==> config.mk <==
export PLATFORM = sky130hd
export DESIGN_NAME = clock_divider_multi
export DESIGN_NICKNAME = d
export VERILOG_FILES = /design/src/rtl/clock_divider_multi.sv
export SDC_FILE = /design/constraint.sdc
export NUM_CORES = 1
export LEC_CHECK = 0
export CORE_AREA = 2 2 193 176
export CTS_CLUSTER_DIAMETER = 200
export DETAILED_ROUTE_END_ITERATION = 12
export DIE_AREA = 0 0 195 178
export GPL_ROUTABILITY_DRIVEN = 1
export PLACE_DENSITY_LB_ADDON = 0.08
export SETUP_SLACK_MARGIN = 0.2
export SYNTH_ARGS = -nofsm -noshare
export SYNTH_HDL_FRONTEND = slang
export SYNTH_SLANG_ARGS = --single-unit
==> constraint.sdc <==
create_clock -name clk_in_i -period 32.5 [get_ports clk_in_i]
set_clock_uncertainty 0.05 [all_clocks]
set_input_delay 6.5 -clock clk_in_i [delete_from_list [all_inputs] [get_ports clk_in_i]]
set_output_delay 6.5 -clock clk_in_i [all_outputs]
set_load 0.05 [all_outputs]
==> src/rtl/clock_divider_multi.sv <==
// NCH independent programmable clock dividers sharing one input clock.
// Settings are shadowed and applied only at period boundaries, so the outputs never glitch.
module clock_divider_multi #(
    parameter int NCH        = 4,
    parameter int DIV_W      = 16,
    parameter int DEF_PERIOD = 2500,
    parameter int DEF_HIGH   = 1250
) (
    input  logic                 clk_in_i,
    input  logic                 rst_i,
    input  logic [NCH-1:0]       en_i,
    input  logic [NCH-1:0]       load_i,
    input  logic [NCH*DIV_W-1:0] period_i,
    input  logic [NCH*DIV_W-1:0] high_i,
    input  logic                 sync_i,
    output logic [NCH-1:0]       clk_var_o,
    output logic [NCH-1:0]       tick_o,
    output logic [NCH-1:0]       pending_o
);

    localparam logic [DIV_W-1:0] ONE   = DIV_W'(1);
    localparam logic [DIV_W-1:0] TWO   = DIV_W'(2);
    localparam logic [DIV_W-1:0] DEF_P = DIV_W'(DEF_PERIOD);
    localparam logic [DIV_W-1:0] DEF_H = DIV_W'(DEF_HIGH);

    function automatic logic [DIV_W-1:0] clamp_p(input logic [DIV_W-1:0] p);
        return (p < TWO) ? TWO : p;
    endfunction

    // p must already be clamped, so p-1 is at least 1.
    function automatic logic [DIV_W-1:0] clamp_h(input logic [DIV_W-1:0] p,
                                                 input logic [DIV_W-1:0] h);
        if (h == '0)
            return ONE;
        else if (h >= p)
            return p - ONE;
        else
            return h;
    endfunction

    genvar gi;
    generate
        for (gi = 0; gi < NCH; gi++) begin : g_ch
            logic [DIV_W-1:0] cnt_q, cnt_d;
            logic [DIV_W-1:0] act_p_q, act_p_d, act_h_q, act_h_d;
            logic [DIV_W-1:0] shd_p_q, shd_p_d, shd_h_q, shd_h_d;
            logic [DIV_W-1:0] src_p, src_h, new_p;
            logic             pending_q, pending_d;
            logic             run_q, run_d;
            logic             clk_var_q, clk_var_d;
            logic             tick_q, tick_d;
            logic             boundary;

            always_ff @(posedge clk_in_i or posedge rst_i) begin
                if (rst_i) begin
                    cnt_q     <= '0;
                    act_p_q   <= DEF_P;
                    act_h_q   <= DEF_H;
                    shd_p_q   <= DEF_P;
                    shd_h_q   <= DEF_H;
                    pending_q <= 1'b0;
                    run_q     <= 1'b0;
                    clk_var_q <= 1'b0;
                    tick_q    <= 1'b0;
                end else begin
                    cnt_q     <= cnt_d;
                    act_p_q   <= act_p_d;
                    act_h_q   <= act_h_d;
                    shd_p_q   <= shd_p_d;
                    shd_h_q   <= shd_h_d;
                    pending_q <= pending_d;
                    run_q     <= run_d;
                    clk_var_q <= clk_var_d;
                    tick_q    <= tick_d;
                end
            end

            always_comb begin
                cnt_d     = cnt_q;
                act_p_d   = act_p_q;
                act_h_d   = act_h_q;
                shd_p_d   = shd_p_q;
                shd_h_d   = shd_h_q;
                pending_d = pending_q;
                run_d     = run_q;
                clk_var_d = clk_var_q;
                tick_d    = tick_q;

                // A LOAD in the boundary cycle bypasses the shadow and goes live directly.
                src_p = load_i[gi] ? period_i[gi*DIV_W +: DIV_W] : shd_p_q;
                src_h = load_i[gi] ? high_i[gi*DIV_W +: DIV_W]   : shd_h_q;
                new_p = clamp_p(src_p);

                // run_q low means the channel sits idle at CNT=0, so enabling it is a restart.
                boundary = !en_i[gi] || !run_q || sync_i || (cnt_q == act_p_q - ONE);

                if (load_i[gi]) begin
                    shd_p_d = period_i[gi*DIV_W +: DIV_W];
                    shd_h_d = high_i[gi*DIV_W +: DIV_W];
                end

                if (boundary) begin
                    cnt_d = '0;
                    if (load_i[gi] || pending_q) begin
                        act_p_d = new_p;
                        act_h_d = clamp_h(new_p, src_h);
                    end
                    pending_d = 1'b0;
                    run_d     = en_i[gi];
                    clk_var_d = en_i[gi];
                    tick_d    = en_i[gi];
                end else begin
                    cnt_d     = cnt_q + ONE;
                    clk_var_d = (cnt_d < act_h_q);
                    tick_d    = 1'b0;
                    if (load_i[gi])
                        pending_d = 1'b1;
                end
            end

            assign clk_var_o[gi] = clk_var_q;
            assign tick_o[gi]    = tick_q;
            assign pending_o[gi] = pending_q;
        end
    endgenerate

endmodule
==> impl_metrics.tcl, run 1 <==
set metrics [dict create \
    drc 0 \
    grt_max_degree 139 \
    diodes 0 \
    clk_path_buf_depth 3 \
    pin_count 151 \
    vias_per_cell 5.95 \
    synth-seq-cells 336 \
    clockRootBuffer "clkbuf_16" \
    layout_min_cycle_time_ns 10.70 \
    first_pass_iters 5 \
    final_util_pct 73.8 \
    place_congestion 0.926 \
    hold-path-endpoint "g_ch[2].act_h_q[6]$_DFFE_PP1P_" \
    port_buffer_count 150 \
    worstSkewPairLatency_ns 0.53 \
    report.final.slew_viol_count 0 \
    global_route_usage_over_all_layers_pct 29.8 \
    synth_nets 2384 \
    drt_iter0_markers 898 \
    report.final.hold_viol_count 0 \
    n_fill_cell 2379 \
    ir_drop_mv 0.0558 \
    final_wl_um 50400 \
    predominant_post_synthesis_flop_cell "dfrtp_1" \
    clk_transition_reported_paths_ns 0.06 \
    netlist_instances 2109 \
    cp_data_required_time_ns 32.85 \
    cts.repair.resized 0 \
    arrival_time_reported_for_the_critical_path_endpoint_ns 11.05 \
    tritoncts_clock_tree "yes" \
    floorplan.die_area_sq_mm 0.0347 \
    final_cycle_share_pct 32.9 \
    worst_r2r_endpoint "g_ch[0].act_p_q[14]$_DFFE_PP0P_" \
    total_leakage_power_nw 11.0 \
    synthesis.area_per_instance_sq_um 9.98 \
    worst-slew-pin-transition_ns 1.04 \
    detail-route-antenna-nets 0 \
    mappedNetlistArea_sq_mm 0.0211 \
    grt_setup_unrepaired "no" \
    areaGrowthSynthToFinish_pct 14.3 \
    post_synth_num_cell_types 81 \
    crit_chain "buf_2 -> buf_4 -> mux2i_1 -> nand2_1 -> nor4_1 -> a21boi_0 -> ha_1 -> nand2b_1 -> a2111oi_0 -> o211a_1 -> o21ai_0 -> nand2_1 -> nor2_1 -> a32oi_1 -> mux2i_1" \
    synth-edff-count 0 \
    finalHoldWorstSlack_ns 0.426 \
    hpwl_um 37700 \
    clock-sinks 336 \
    reg2reg_depth 10 \
    endpoint_kind "register" \
    cp_max_fo 44 \
    grt_overflow_total 0 \
    setup-violations-final 0 \
    detail_route.wl_per_cell_um 18.9 \
    min_delay_path_class "reg2reg" \
    regToRegSetupSlack_ns 27.79 \
    async_reset_ff_share_pct 100 \
    crit_path_top_delay_cell "nand2_1" \
    grt_pass1_wl_um 83600 \
    timing.hold.worst.start "g_ch[2].act_h_q[6]$_DFFE_PP1P_" \
    synth_top_area_cell "dfrtp_1" \
    total_power_density_per_cell_area_mw_per_mm2 54.1 \
    core_area_sq_mm 0.0326 \
    std_cell_rows 63 \
    cts_hold_buffers 0 \
    timing.slew.headroom_pct 30.4 \
    final_net_count 2491 \
    die-height_um 178 \
    synth_top_area_share_pct 30.4 \
    final_layout_size_suffix_gt1_share_pct 14.6 \
    share_of_the_yosys_chip_area_belonging_to_registers_pct 40.4 \
    crit_buf_inv 2 \
    postCtsSetupRepairBufs 0 \
    die_w_um 195 \
    r2r_start "g_ch[0].act_p_q[0]$_DFFE_PP0P_" \
    worst_hold_path.num_cells 2 \
    yosysWarningCount 0 \
    cts_buffers 39 \
    critical_path_class "in2reg" \
    drv_cap 0 \
    maxClockFrequency_mhz 93.5 \
    finalSetupTns_ns 0 \
    cell_family_contributing_the_most_delay_on_the_critical_path "simple AND/OR/NAND/NOR gates" \
    start_kind "input pin" \
    run_status "finished, final reports clean" \
    grt_pass1_vias 16340 \
    worst_path_largest_cell_delay_ns 0.65 \
    grt_antenna_before_repair 1 \
    via_count 15868 \
    start_util_pct 64.5 \
    h-tree-depth 2 \
    synth.top_cells.by_area "dfrtp_1 30%, dfstp_2 10%, ha_1 8.1%, mux2_2 6.6%, mux2i_1 5.8%" \
]
where the power goes:
| group | internal (mW) | switching [mW] |
|---|---|---|
| logic | 0.141 | 0.171 |
| clock network | 0.289 | 0.175 |
| registers | 0.487 | 0.0408 |
| total | 0.916 | 0.386 |
per-layer routing:
layer,vias to the layer above,wire (um),track usage (%),share of wire [%]
li1,7594,-,-,-
met1,7747,22900,40.4,45
met2,424,23600,49.7,47
met3,101,2600,4.37,5.2
met4,2,1350,9.73,2.7
met5,-,13,0,0.026
worst max-delay path by stage:
stage,startpoint,end,slack (ns),cells past startpoint
after global placement,load_i[1],g_ch[1].act_h_q[0]$_DFFE_PP0P_,21.52,15
after detailed placement,load_i[1],g_ch[1].act_h_q[15]$_DFFE_PP0P_,21.34,15
after global routing,load_i[1],g_ch[1].act_h_q[15]$_DFFE_PP0P_,21.33,15
after CTS,load_i[1],g_ch[1].act_h_q[0]$_DFFE_PP0P_,21.87,15
final,load_i[1],g_ch[1].act_h_q[15]$_DFFE_PP0P_,21.80,15
after floorplan,rst_i,g_ch[0].act_h_q[0]$_DFFE_PP0P_,16.77,1
metrics by stage:
stage	setup slack [ns]	total power [mW]	area, sq um	instances
finish	21.80	1.30	24100	2668
global route	21.33	1.37	24100	2668
CTS	21.87	1.31	24100	2668
detailed placement	21.34	0.840	22700	2597
global placement	21.52	0.827	22700	2597
floorplan	16.77	0.749	21100	2109
layout by cell type (no fill, tap or decap), drive strengths merged, types with 7 or more instances in the layout:
cell           count
a21o              33
o21ai             69
inv              201
nor4b              7
nor3b             15
or2               16
a31oi              8
nand4             30
nor2             109
mux2i            122
nor2b             76
a21boi             9
nand2            102
clkdlybuf4s50    146
a22oi              8
xor2              60
nand2b            14
o22ai             14
dfrtp            256
nor3              79
mux2             141
a211oi            13
a21oi             55
o21a              14
xnor2            116
ha               136
o31ai             16
dfstp             80
or3               17
o211ai             8
nor4              39
or4               17
buf               17
clkinv             8
and3              16
clkbuf            58
nand3             46
flip-flops by register name, indices dropped and copies added, names as in the netlist:
name	count
g_ch.act_h_q	64
g_ch.act_p_q	64
g_ch.clk_var_q	4
g_ch.pending_q	4
g_ch.shd_h_q	64
g_ch.run_q	4
g_ch.cnt_q	64
g_ch.shd_p_q	64
g_ch.tick_q	4
final cells by class:
type | count | area, sq um | area share, %
inverter | 202 | 766 | 3.18
clock inverter | 13 | 196 | 0.816
sequential | 336 | 8510 | 35.3
timing repair buffer | 163 | 1580 | 6.56
multi-input combinational | 1474 | 11300 | 47.0
tap | 422 | 528 | 2.19
clock buffer | 58 | 1170 | 4.86
synth_stat cells, types with 15 or more instances:
cell type and n:
dfrtp_1 256, inv_1 201, ha_1 136, mux2_2 123, mux2i_1 122, xnor2_1 116
nor2_1 109, nand2_1 102, dfstp_2 80, nor3_1 79, nor2b_1 76, o21ai_0 68
xor2_1 60, a21oi_1 55, clkbuf_1 54, nand3_1 46, nor4_1 39, a21o_1 33
nand4_1 30, mux2_4 18, and3_1 16, o31ai_1 16, or3_1 16, or4_1 16
buf_4 15, nor3b_1 15
worst reg2reg max path, stage by stage (launching register included):
cell and delay [ns]:
dfrtp_1 0.43, inv_1 0.09, ha_1 0.35, nor4b_1 0.64
xnor2_1 0.14, or4_1 0.43, a222oi_1 0.29, o211a_1 0.21
a31o_1 0.61, o21a_2 0.93, mux2_2 0.43
cell families (layout without fill, tap and decap cells):
| group | count (synthesis) | in the layout | share of synthesized area [%] |
|---|---|---|---|
| AND/OR/NAND/NOR | 601 | 601 | 15.1 |
| AO/OA/AOI/OAI | 298 | 298 | 9.52 |
| adder cells (fa/ha/maj) | 136 | 136 | 8.08 |
| multiplexers | 263 | 263 | 13.7 |
| XOR/XNOR | 176 | 176 | 7.32 |
| buffers and inverters | 299 | 436 | 5.90 |
| flip-flops | 336 | 336 | 40.4 |
(Power assumes the default switching activity.)
==> run 2: changes to the inputs <==
--- a/config.mk
+++ b/config.mk
@@ -5,10 +5,10 @@
 export SDC_FILE = /design/constraint.sdc
 export NUM_CORES = 1
 export LEC_CHECK = 0
-export CORE_AREA = 2 2 193 176
+export CORE_AREA = 2 2 201 183
 export CTS_CLUSTER_DIAMETER = 200
 export DETAILED_ROUTE_END_ITERATION = 12
-export DIE_AREA = 0 0 195 178
+export DIE_AREA = 0 0 203 185
 export GPL_ROUTABILITY_DRIVEN = 1
 export PLACE_DENSITY_LB_ADDON = 0.08
 export SETUP_SLACK_MARGIN = 0.2
==> constraint.sdc (replaced) <==
create_clock -name clk_in_i -period 10 [get_ports clk_in_i]
set_clock_uncertainty 0.05 [all_clocks]
set_input_delay 2 -clock clk_in_i [delete_from_list [all_inputs] [get_ports clk_in_i]]
set_output_delay 2 -clock clk_in_i [all_outputs]
set_load 0.05 [all_outputs]
==> impl_metrics.tcl, run 2 (same netlist as run 1, synthesis figures left out) <==
set metrics [dict create \
    global_route_usage_over_all_layers_pct 27.5 \
    endpoint_kind "register" \
    total_leakage_power_nw 11.0 \
    vias_per_cell 5.84 \
    final_layout_size_suffix_gt1_share_pct 14.7 \
    comb_power_share_pct 24.0 \
    run_status "finished, final reports clean" \
    core_area_sq_mm 0.0356 \
    seq_area_sq_mm 0.00851 \
    detail_route.wl_per_cell_um 18.7 \
    worstSkewPairLatency_ns 0.53 \
    p_sw_mw 1.25 \
    cts_buffers 39 \
    timing.slew.headroom_pct 29.8 \
    grt_max_degree 187 \
    hpwl_um 38200 \
    regToRegSetupSlack_ns 5.45 \
    grt_antenna_before_repair 2 \
    cts.repair.resized 0 \
    min_delay_path_class "reg2reg" \
    r2r_start "g_ch[3].act_p_q[0]$_DFFE_PP0P_" \
    finalHoldWorstSlack_ns 0.431 \
    worst_setup_path_endpoint "g_ch[2].act_h_q[8]$_DFFE_PP0P_" \
    final_cycle_share_pct 62.6 \
    detail-route-antenna-nets 0 \
    place_congestion 0.881 \
    final_common_cell "dfrtp_1" \
    reg2reg_depth 10 \
    drt-met1-wl_um 23900 \
    die_w_um 203 \
    grt_overflow_total 0 \
    postCtsSetupRepairBufs 0 \
    power.share.clock_pct 35.2 \
    power_switching_share_pct 29.7 \
    highest_layer "met4" \
    maxClockFrequency_mhz 160 \
    multi_input_combinational_cell_area_sq_mm 0.0113 \
    clk_transition_reported_paths_ns 0.06 \
    n_fill_cell 2793 \
    grt_pass1_wl_um 82900 \
    floorplan.die_area_sq_mm 0.0376 \
    critical_path_class "in2reg" \
    setup-violations-final 0 \
    h-tree-depth 2 \
    internal_power_mw 2.96 \
    final_cell_mix "256 x dfrtp_1, 200 x inv_1, 146 x clkdlybuf4s50_1" \
    crit_buf_inv 4 \
    first_pass_iters 5 \
    worst-slew-pin-transition_ns 1.04 \
    clockRootBuffer "clkbuf_16" \
    path_depth 17 \
    report.final.slew_viol_count 0 \
    cts_hold_buffers 0 \
    crit_path_start "load_i[2]" \
    cp_data_required_time_ns 10.39 \
    final_wl_um 51000 \
    report.final.hold_viol_count 0 \
    std_cell_rows 66 \
    grt_setup_unrepaired "no" \
    grt_pass1_vias 16023 \
    final_net_count 2491 \
    clk_path_buf_depth 3 \
    port_buffer_count 150 \
    crit_path_top_delay_cell "buf_2" \
    arrival_time_reported_for_the_critical_path_endpoint_ns 6.66 \
    die-height_um 185 \
    total_power_density_per_cell_area_mw_per_mm2 174 \
    crit_chain "buf_2 -> nor4b_1 -> a22oi_1 -> nor4_1 -> buf_4 -> nand2b_1 -> inv_1 -> ha_1 -> nand2b_1 -> a21oi_1 -> o21ai_0 -> a211o_1 -> a2111oi_0 -> o31ai_2 -> buf_4 -> mux2_2 -> o21ai_0" \
    tritoncts_clock_tree "yes" \
    ir_drop_mv 0.170 \
    clock-sinks 336 \
    cp_max_fo 45 \
    via_count 15894 \
    met2WireLength_um 23200 \
    drv_cap 0 \
    cell_family_contributing_the_most_delay_on_the_critical_path "compound AO/OA/AOI/OAI gates" \
    start_util_pct 59.2 \
    worst_r2r_endpoint "g_ch[3].act_p_q[9]$_DFFE_PP0P_" \
    areaGrowthSynthToFinish_pct 14.6 \
    worst_path_largest_cell_delay_ns 0.75 \
    layout_min_cycle_time_ns 6.26 \
    drt_iter0_markers 919 \
    drc 0 \
    start_kind "input pin" \
    finalSetupTns_ns 0 \
    pin_count 151 \
    power.share.sequential_pct 40.7 \
    wl_met3_um 2560 \
]
run 2: through the flow:
step	utilization [%]	setup slack [ns]	area [sq um]	total power, mW	cells
floorplan	-	3.52	21100	2.43	2109
CTS	67.8	3.92	24100	4.25	2721
finish	67.8	3.74	24100	4.21	2723
detailed placement	64.0	3.35	22800	2.74	2651
global placement	64.0	3.51	22800	2.69	2651
global route	67.8	3.42	24100	4.44	2722
run 2: tightest hold or removal path, stage by stage (launching register included):
cell and delay (ns):
dfrtp_1 0.34, nand2_1 0.04, o21ai_0 0.06
run 2: power by group through the flow:
stage	Sequential (mW)	Clock, mW	Combinational [mW]
floorplan	1.69	0	0.748
finish	1.72	1.48	1.01
global route	1.74	1.57	1.13
global placement	1.73	0	0.966
CTS	1.71	1.52	1.01
detailed placement	1.73	0	1.00
run 2: layer usage:
layer	vias to the layer above	track usage (%)
li1	7587	-
met1	7810	38.7
met2	398	43.9
met3	99	4.12
met4	0	8.67
met5	-	0
run 2: layout make-up:
class | instances | area share (%)
multi-input cells | 1474 | 46.9
flip-flops and latches | 336 | 35.3
repair buffers | 163 | 6.59
clock buffers | 58 | 4.89
inverters | 202 | 3.16
well taps | 476 | 2.47
clock inverters | 12 | 0.700
diodes | 2 | 0.0207
run 2: worst min-delay path by stage:
stage               cells past startpoint                         endpoint                       startpoint  slack (ns)
floorplan                               2  g_ch[2].act_h_q[12]$_DFFE_PP0P_  g_ch[2].act_h_q[12]$_DFFE_PP0P_        0.40
global placement                        2   g_ch[2].act_h_q[6]$_DFFE_PP1P_   g_ch[2].act_h_q[6]$_DFFE_PP1P_        0.42
detailed placement                      2  g_ch[2].act_h_q[13]$_DFFE_PP0P_  g_ch[2].act_h_q[13]$_DFFE_PP0P_        0.42
CTS                                     2  g_ch[2].act_h_q[13]$_DFFE_PP0P_  g_ch[2].act_h_q[13]$_DFFE_PP0P_        0.43
global route                            2  g_ch[2].act_h_q[12]$_DFFE_PP0P_  g_ch[2].act_h_q[12]$_DFFE_PP0P_        0.45
finish                                  2  g_ch[2].act_h_q[13]$_DFFE_PP0P_  g_ch[2].act_h_q[13]$_DFFE_PP0P_        0.43
==> run 3: changes to the inputs <==
==> constraint.sdc (replaced) <==
create_clock -name clk_in_i -period 6.3 [get_ports clk_in_i]
set_clock_uncertainty 0.05 [all_clocks]
set_input_delay 1.26 -clock clk_in_i [delete_from_list [all_inputs] [get_ports clk_in_i]]
set_output_delay 1.26 -clock clk_in_i [all_outputs]
set_load 0.05 [all_outputs]
==> impl_metrics.tcl, run 3 (same netlist as run 1, synthesis figures left out) <==
set metrics [dict create \
    worstSkewPairLatency_ns 0.53 \
    crit_buf_inv 3 \
    final_net_count 2501 \
    postCtsSetupRepairBufs 0 \
    grt_setup_unrepaired "no" \
    final.setup.worst_slack_ns 1.23 \
    hold-path-endpoint "g_ch[2].act_h_q[10]$_DFFE_PP1P_" \
    layout_min_cycle_time_ns 5.07 \
    cell_family_contributing_the_most_delay_on_the_critical_path "simple AND/OR/NAND/NOR gates" \
    cts_hold_buffers 0 \
    report.final.hold_viol_count 0 \
    grt_max_degree 166 \
    global_route_usage_over_all_layers_pct 28.1 \
    die-height_um 185 \
    detail-route-antenna-nets 0 \
    drv_cap 0 \
    drc 0 \
    via_count 15840 \
    clk_transition_reported_paths_ns 0.06 \
    final_util_pct 67.8 \
    finalHoldWorstSlack_ns 0.427 \
    post_dp_cell_area_sq_mm 0.0229 \
    timing.slew.headroom_pct 20.0 \
    cpMostUsedCell "buf_4" \
    r2r_start "g_ch[0].act_p_q[5]$_DFFE_PP0P_" \
    arrival_time_reported_for_the_critical_path_endpoint_ns 5.48 \
    final_wl_um 51500 \
    vias_per_cell 5.79 \
    clock-sinks 336 \
    drt_iter0_markers 904 \
    ir_drop_mv 0.236 \
    detailedPlace.worstSlack_ns 0.748 \
    worst_path_largest_cell_delay_ns 0.53 \
    endpoint_kind "register" \
    clockRootBuffer "clkbuf_16" \
    min_delay_path_class "reg2reg" \
    regToRegSetupSlack_ns 1.91 \
    cp_data_required_time_ns 6.71 \
    grt_overflow_total 0 \
    pin_count 151 \
    report.final.slew_viol_count 0 \
    grt_pass1_vias 16165 \
    maxClockFrequency_mhz 197 \
    areaGrowthSynthToFinish_pct 14.7 \
    floorplan.die_area_sq_mm 0.0376 \
    hpwl_um 39000 \
    cts_buffers 39 \
    clk_path_buf_depth 3 \
    path_depth 16 \
    finalSetupTns_ns 0 \
    setup-violations-final 0 \
    run_status "finished, final reports clean" \
    crit_chain "buf_2 -> buf_4 -> nor3b_1 -> o22ai_1 -> nor4_1 -> a21boi_0 -> ha_1 -> nand2b_1 -> a2111oi_0 -> o211a_1 -> o21ai_0 -> nand2_1 -> buf_4 -> mux2i_1 -> nor2_1 -> mux2_2" \
    final_cell_mix "256 x dfrtp_1, 200 x inv_1, 146 x clkdlybuf4s50_1" \
    core_area_sq_mm 0.0356 \
    total_leakage_power_nw 11.0 \
    final_layout_size_suffix_gt1_share_pct 14.8 \
    worst_hold_path.num_cells 2 \
    tritoncts_clock_tree "yes" \
    start_kind "input pin" \
    std_cell_rows 66 \
    worst-slew-pin-transition_ns 1.20 \
    start_util_pct 59.2 \
    h-tree-depth 2 \
    cts.repair.resized 0 \
    final_cycle_share_pct 80.5 \
    final_common_cell "dfrtp_1" \
    cp_max_fo 20 \
    first_pass_iters 7 \
    grt_antenna_before_repair 1 \
    timing.hold.worst.start "g_ch[2].act_h_q[10]$_DFFE_PP1P_" \
    die_w_um 203 \
    port_buffer_count 150 \
    place_congestion 0.959 \
    reg2reg_depth 9 \
    crit_path_top_delay_cell "nor4_1" \
    total_power_density_per_cell_area_mw_per_mm2 273 \
    detail_route.wl_per_cell_um 18.9 \
    worst_r2r_endpoint "g_ch[0].act_p_q[13]$_DFFE_PP0P_" \
    final_area_sq_mm 0.0241 \
    critical_path_class "in2reg" \
    grt_pass1_wl_um 84500 \
]
## run 3: through the flow
step,total power [mW],cells
final,6.59,2734
after global routing,6.95,2732
after CTS,6.64,2732
after detailed placement,4.34,2661
after global placement,4.28,2661
after floorplan,3.86,2109
## run 3: final cells by class
cell class,instances,area (sq um)
Fill cell,2791,11500
Multi-Input combinational cell,1474,11300
Sequential cell,336,8510
Timing Repair Buffer,173,1670
Clock buffer,62,1170
Inverter,202,762
Tap cell,476,596
Clock inverter,9,103
Antenna cell,2,5.00
## run 3: worst reg2reg max path, cell delays in order (launching register included)
cell,delay [ns]
dfrtp_1,0.43
or4_1,0.60
or3_4,0.39
or4_1,0.51
a222oi_1,0.35
o211a_1,0.20
a31o_1,0.14
buf_4,0.25
o21a_2,0.92
mux2_2,0.44
## run 3: worst max-delay path by stage
stage                 start                         endpoint
2_1_floorplan         rst_i   g_ch[0].act_h_q[0]$_DFFE_PP0P_
3_5_place_dp      load_i[1]  g_ch[1].act_h_q[10]$_DFFE_PP1P_
6_report          load_i[1]  g_ch[1].act_h_q[10]$_DFFE_PP1P_
4_1_cts        period_i[59]  g_ch[3].act_h_q[13]$_DFFE_PP0P_
5_1_grt           load_i[1]  g_ch[1].act_h_q[10]$_DFFE_PP1P_
3_3_place_gp   period_i[45]   g_ch[2].act_h_q[3]$_DFFE_PP0P_
## run 3: per-layer routing
metal  up-vias  wire [um]  track usage [%]  part of all wire [%]
met2       347      23800             45.6                    46
li1       7611          -                -                     -
met4         0       1160             7.82                   2.2
met1      7793      24100             39.4                    47
met3        89       2400             4.28                   4.7
met5         -          0                0                     0
## run 3: power breakdown
part	total, mW	switching, mW	internal [mW]
Combinational	1.61	0.877	0.731
Sequential	2.72	0.209	2.51
Clock	2.26	0.901	1.36
Total	6.59	1.99	4.60
